$ cat src/rtl/ifu_pc_ctrl.sv
// Fetch-stage program counter: sequential advance, stall with buffered redirect,
// exception/ERET vectoring, post-reset fetch gate and AdEL detection.
module ifu_pc_ctrl #(
  parameter int unsigned    W          = 32,
  parameter logic [W-1:0]   RESET_PC   = W'(32'h0000_3000),
  parameter logic [W-1:0]   EXC_VECTOR = W'(32'h0000_4180),
  parameter logic [W-1:0]   TEXT_BASE  = W'(32'h0000_3000),
  parameter logic [W-1:0]   TEXT_END   = W'(32'h0000_6FFC),
  parameter int unsigned    STEP       = 4
) (
  input  logic         clk,
  input  logic         RESET,
  input  logic         stall_i,
  input  logic         redirect_valid_i,
  input  logic [W-1:0] redirect_target_i,
  input  logic         exc_valid_i,
  input  logic         eret_valid_i,
  input  logic [W-1:0] epc_i,
  output logic [W-1:0] pc_o,
  output logic [W-1:0] pc_plus_o,
  output logic         fetch_valid_o,
  output logic         adel_o,
  output logic         pending_o
);

  localparam logic [W-1:0] STEP_W = W'(STEP);

  logic [W-1:0] r_pc;
  logic [W-1:0] r_pend_tgt;
  logic         r_fetch_valid;
  logic         r_pending;
  logic [W-1:0] w_pc_plus;

  // Misaligned or outside the text segment (unsigned bounds, both inclusive).
  function automatic logic f_addr_err(input logic [W-1:0] pc);
    return (pc[1:0] != 2'b00) || (pc < TEXT_BASE) || (pc > TEXT_END);
  endfunction

  assign w_pc_plus = r_pc + STEP_W;

  always_ff @(posedge clk) begin
    if (RESET) begin
      r_pc          <= RESET_PC;
      r_fetch_valid <= 1'b0;
      r_pending     <= 1'b0;
      r_pend_tgt    <= '0;
    end else if (!r_fetch_valid) begin
      r_fetch_valid <= 1'b1;
    end else if (exc_valid_i) begin
      r_pc      <= EXC_VECTOR;
      r_pending <= 1'b0;
    end else if (eret_valid_i) begin
      r_pc      <= epc_i;
      r_pending <= 1'b0;
    end else if (stall_i) begin
      // Newest redirect seen during the stall wins; PC itself holds.
      if (redirect_valid_i) begin
        r_pending  <= 1'b1;
        r_pend_tgt <= redirect_target_i;
      end
    end else if (redirect_valid_i) begin
      r_pc      <= redirect_target_i;
      r_pending <= 1'b0;
    end else if (r_pending) begin
      r_pc      <= r_pend_tgt;
      r_pending <= 1'b0;
    end else begin
      r_pc <= w_pc_plus;
    end
  end

  assign pc_o          = r_pc;
  assign pc_plus_o     = w_pc_plus;
  assign fetch_valid_o = r_fetch_valid;
  assign pending_o     = r_pending;
  assign adel_o        = r_fetch_valid & f_addr_err(r_pc);

endmodule
$ cat config.mk
export PLATFORM = sky130hd
export DESIGN_NAME = ifu_pc_ctrl
export DESIGN_NICKNAME = d
export VERILOG_FILES = /design/src/rtl/ifu_pc_ctrl.sv
export SDC_FILE = /design/constraint.sdc
export NUM_CORES = 1
export LEC_CHECK = 0
export ABC_AREA = 1
export BUFFER_PORTS_ARGS = -buffer_cell sky130_fd_sc_hd__buf_2
export CAP_MARGIN = 30
export CORE_MARGIN = 5
export CORE_UTILIZATION = 45
export DETAILED_ROUTE_END_ITERATION = 12
export PLACE_DENSITY = 0.72
export SYNTH_ARGS = -nofsm -noshare
export SYNTH_HDL_FRONTEND = slang
export SYNTH_SLANG_ARGS = --single-unit
export TNS_END_PERCENT = 100
$ cat constraint.sdc
create_clock -name clk -period 2.1 [get_ports clk]
set_clock_uncertainty 0.1 [all_clocks]
set_input_delay 0.315 -clock clk [delete_from_list [all_inputs] [get_ports clk]]
set_output_delay 0.315 -clock clk [all_outputs]
set_load 0.01 [all_outputs]
==> results.md <==
Setup path:
- The arrival time of the worst setup path is 1.71 ns.
- The endpoint required time on the critical path is 1.68 ns.
- STA classifies the critical path startpoint as a flop.
- Tracing the worst setup path back leads to its startpoint at pc_o[2]$_SDFFE_PP0P_.
- The endpoint of the most critical setup path is pc_plus_o[18].
- The critical path is of the reg -> out type.
- The endpoint identified for the worst register-to-register timing path is pc_o[14]$_SDFFE_PP0P_.
- The maximum fanout encountered on the critical timing path is 5.
- The beginning of the worst register-to-register path is pc_o[2]$_SDFFE_PP0P_.
- The capturing element type of the critical path is an output port.
- The worst setup slack for register-to-register paths is 0.05 ns.
- Counting cells, the worst reg-to-reg path comes to 14.

STA:
- The final hold violation count is 0.
- Final hold analysis gives a worst-case slack of 0.1739 ns.
- Setup repair after global routing could not meet its margin everywhere.
- For the pin with the worst max-slew slack, the measured transition is 0.6040 ns.
- The final worst setup slack is -0.02175 ns.
- Setup violations remaining at the end of the flow were counted as 7.
- Headroom to the max-slew limit came out at 59.73%.
- The worst path in the final design needs a cycle of 2.122 ns, including I/O delays and setup.
- The period utilization is 101.0%.
- Timing would allow up to 471.3 MHz.
- The final count of pins violating max slew came to 0.
- The final setup TNS is -0.08338 ns.

Clock tree:
- The clock latency reported for the late side of the worst-skew pair is 0.34 ns.
- The number of clock sinks seen by CTS is 66.
- No sink is reached through more buffers than the 2 on the longest clock path.
- The clock root buffer master is sky130_fd_sc_hd__clkbuf_8.
- The post-CTS clock slew at the launch and capture registers of the worst setup and hold paths is 0.07 ns.
- The number of buffers inserted during clock tree synthesis is 9.
- The number of buffers inserted for hold repair after clock tree synthesis is 0.
- The H-tree was split into 3 levels.
- TritonCTS built the clock tree.

Cells and area:
- Cells with a size suffix above 1 make up 32.91% of the layout.
- The number of antenna diodes in the final layout is 0.
- At the end of the flow the core is filled with cells to 61.86%.
- For this run, the number of standard cells in the final layout without fillers is 989.
- The count of filler cells inserted in the layout is 878.
- For this run, the post-layout net count is 926.
- The area growth from synthesis to layout is 33.86%.
- The finished cells cover 0.005743 mm2.

Route:
- Summed over all nets, wire length on met3 after detailed routing comes to 1.168 mm.
- Routed signal wires occupy layers up through met4.
- The via total after detailed routing is 5160.
- In this run, the number of DRC markers left after iteration 0 of detailed routing was 366.
- In the final routing, the length of wire on met1 measures 6.303 mm.
- After detailed routing, the number of vias per cell comes to 5.217.
- The routed design has 14.80 mm of wire.
- The post-detailed-route count of antenna-violating nets is 0.
- The met2 wire length is 7.040 mm.
- The wire length per cell is 14.96 um.
- For this run, design rule violations remaining after detail routing come to 0.
- The number of detailed-routing iterations run before antenna repair is 6.

Outcome:
- The checks that failed: setup timing.
- The run finished, with violations left.

Global route:
- The total global routing track utilization is 24.62%.
- The initial antenna violation count is 0.
- Entering global routing, the biggest net connects 66 pins.
- The first global-routing pass estimated 23.13 mm of wire.
- The via count of the first global-routing pass is 4800.
- The final global-route overflow total is 0.

Die:
- After floorplanning, the core was divided into 35 placement rows.
- 137 I/O pins were placed.
- The die covers 0.01159 mm2.
- The die is 107.6 um tall.
- In this run the standard cell core region covers 0.009284 mm2.
- The width of the chip is 107.6 um.
- For this configuration, the core starts out at a cell density of 46.21%.

Logic synthesis:
- The post-synthesis net count is 784.
- The number of distinct library cells after synthesis is 31.
- The cell type with the highest aggregate area in the netlist is sky130_fd_sc_hd__dfxtp_1.
- After synthesis, the share of flip-flops with an asynchronous set or reset is 0%.
- Yosys attributes the largest share of cell area to sky130_fd_sc_hd__dfxtp_1 31%, sky130_fd_sc_hd__nand2_1 18%, sky130_fd_sc_hd__a21oi_1 13%, sky130_fd_sc_hd__nor2_1 7.3%, sky130_fd_sc_hd__inv_1 6.2%.
- The number of warnings issued by yosys is 0.
- The synthesized area is 0.004290 mm2.
- The synthesized netlist cell count is 713.
- In this run, synthesis inferred 0 flip-flops with an integrated enable.
- The register area share after synthesis is 30.80%.
- The primary flip-flop cell chosen by synthesis mapping is sky130_fd_sc_hd__dfxtp_1.
- In the synthesized netlist, the cells that appear most often are 204 x sky130_fd_sc_hd__nand2_1, 109 x sky130_fd_sc_hd__a21oi_1, 84 x sky130_fd_sc_hd__nor2_1, 71 x sky130_fd_sc_hd__inv_1, 66 x sky130_fd_sc_hd__dfxtp_1.
- Synthesis inferred 66 register bits.
- In this run the biggest area consumer among cell types represents 30.80% of the synthesized area.
- Yosys instantiated no cell more often than sky130_fd_sc_hd__nand2_1.
- The average instance area after synthesis is 6.017 um2.

Power:
- The part of the power in registers is 45.1%.
- The analysis attributes to net switching a power of 0.0009072 W.
- The worst-case IR drop observed on VDD is 0.2854 mV.
- The power share of the combinational group is 20.4%.
- The analysis attributes to cell leakage a power of 2.679 nW.
- Net switching is 30.26% of the power.
- The clock network fraction of total power is 34.5%.
- The total internal power is 0.002091 W.
- The power density over the cells is 522.1 mW/mm2.

Min path:
- The path class of the tightest hold or removal check is in -> reg.

Placed design:
- The number of I/O port buffers is 136.
- The weighted congestion at the end of routability-driven global placement is 0.8720.
- The area after detailed placement is 0.005119 mm2.
- Once placement completed, the tool counted placed cells totaling 957.
- The HPWL after detailed placement is 10.31 mm.

Flow run:
- The number of maximum-capacitance constraint violations is 0.
==> power by group through the flow <==
stage	combinational, W	clock, W	sequential, W
6_report	0.000613	0.00103	0.00135
5_1_grt	0.000674	0.00112	0.00136
4_1_cts	0.000583	0.00104	0.00135
3_5_place_dp	0.000565	0	0.00138
3_3_place_gp	0.000558	0	0.00137
2_1_floorplan	0.000313	0	0.00138
==> worst max-delay path, cell delays in order (launching register included) <==
cell	delay [ns]
sky130_fd_sc_hd__dfxtp_4	0.38
sky130_fd_sc_hd__ha_4	0.16
sky130_fd_sc_hd__nand2_4	0.05
sky130_fd_sc_hd__nor2_4	0.10
sky130_fd_sc_hd__nand2_4	0.08
sky130_fd_sc_hd__nor2_4	0.20
sky130_fd_sc_hd__xnor2_1	0.18
sky130_fd_sc_hd__inv_1	0.07
sky130_fd_sc_hd__buf_2	0.14
==> repair_timing <==
item / CTS / global route
pin swaps: 10 / 28
gates resized for setup: 36 / 71
endpoints found under the setup margin: 21 / 24
setup buffers: 5 / 11
==> kinds of logic (layout without fill, tap and decap cells) <==
logic type	Yosys count	in the layout	share of synthesized area [%]
XOR/XNOR	15	15	3.062
AND/OR/NAND/NOR	340	340	33.33
flip-flops	66	66	30.80
AO/OA/AOI/OAI	176	176	21.90
buffers and inverters	115	262	10.62
adder cells (fa/ha/maj)	1	1	0.2916
==> through the flow <==
step | setup slack [ns] | power, W
6_report | -0.02175 | 0.002998
5_1_grt | -0.1270 | 0.003153
4_1_cts | -0.07902 | 0.002978
3_5_place_dp | 0.1466 | 0.001942
3_3_place_gp | 0.1812 | 0.001933
2_1_floorplan | 0.3365 | 0.001697
==> registers in the layout, indices dropped and copies added (netlist names) <==
| signal | count |
|---|---|
| r_pend_tgt | 32 |
| pc_o | 32 |
| pending_o | 1 |
| fetch_valid_o | 1 |
==> layer usage <==
metal / global-route usage, % / up-vias
met2: 40.10 / 231
met4: 8.296 / 0
met3: 4.259 / 32
met1: 32.84 / 2337
met5: 0 / -
li1: - / 2560
==> final cells by class <==
type                            count  area (um2)  area share (%)
Inverter                           75       281.5           4.902
Sequential cell                    66        1393           24.25
Tap cell                          129       161.4           2.810
Timing Repair Buffer              171       968.4           16.86
Multi-Input combinational cell    532        2760           48.06
Clock buffer                       13       138.9           2.418
Clock inverter                      3       40.04          0.6972
==> layout by cell type, fill, tap and decap left out, types with 2 or more instances in the layout <==
master and count:
sky130_fd_sc_hd__nand2_2 13, sky130_fd_sc_hd__clkinv_2 2, sky130_fd_sc_hd__buf_4 34, sky130_fd_sc_hd__a21oi_1 108
sky130_fd_sc_hd__inv_1 68, sky130_fd_sc_hd__and2_1 3, sky130_fd_sc_hd__nor2_1 64, sky130_fd_sc_hd__buf_6 2
sky130_fd_sc_hd__nand2_1 190, sky130_fd_sc_hd__xor2_2 5, sky130_fd_sc_hd__xnor2_1 3, sky130_fd_sc_hd__dfxtp_1 41
sky130_fd_sc_hd__nor2_2 16, sky130_fd_sc_hd__nor2_4 17, sky130_fd_sc_hd__xnor2_2 2, sky130_fd_sc_hd__nand3b_1 7
sky130_fd_sc_hd__nor4_1 4, sky130_fd_sc_hd__clkbuf_8 9, sky130_fd_sc_hd__nand3_2 2, sky130_fd_sc_hd__nand2_4 5
sky130_fd_sc_hd__inv_2 7, sky130_fd_sc_hd__o21ai_0 44, sky130_fd_sc_hd__dfxtp_4 16, sky130_fd_sc_hd__dfxtp_2 9
sky130_fd_sc_hd__buf_2 134, sky130_fd_sc_hd__xor2_1 5, sky130_fd_sc_hd__clkbuf_1 4, sky130_fd_sc_hd__a21oi_2 6
sky130_fd_sc_hd__o311ai_0 2, sky130_fd_sc_hd__o211ai_1 10, sky130_fd_sc_hd__o21ai_1 3, sky130_fd_sc_hd__nand3_1 16
==> worst min-delay path by stage <==
| stage | depth (start not counted) | from | slack (ns) | endpoint |
|---|---|---|---|---|
| final | 3 | redirect_target_i[3] | 0.17 | r_pend_tgt[3]$_SDFFE_PP0P_ |
| after global routing | 3 | redirect_target_i[26] | 0.17 | r_pend_tgt[26]$_SDFFE_PP0P_ |
| after CTS | 3 | redirect_target_i[11] | 0.16 | r_pend_tgt[11]$_SDFFE_PP0P_ |
| after detailed placement | 2 | r_pend_tgt[10]$_SDFFE_PP0P_ | 0.34 | r_pend_tgt[10]$_SDFFE_PP0P_ |
| after global placement | 2 | r_pend_tgt[12]$_SDFFE_PP0P_ | 0.33 | r_pend_tgt[12]$_SDFFE_PP0P_ |
| after floorplan | 2 | r_pend_tgt[12]$_SDFFE_PP0P_ | 0.32 | r_pend_tgt[12]$_SDFFE_PP0P_ |
Note: power is estimated with default switching activity, not from simulation.
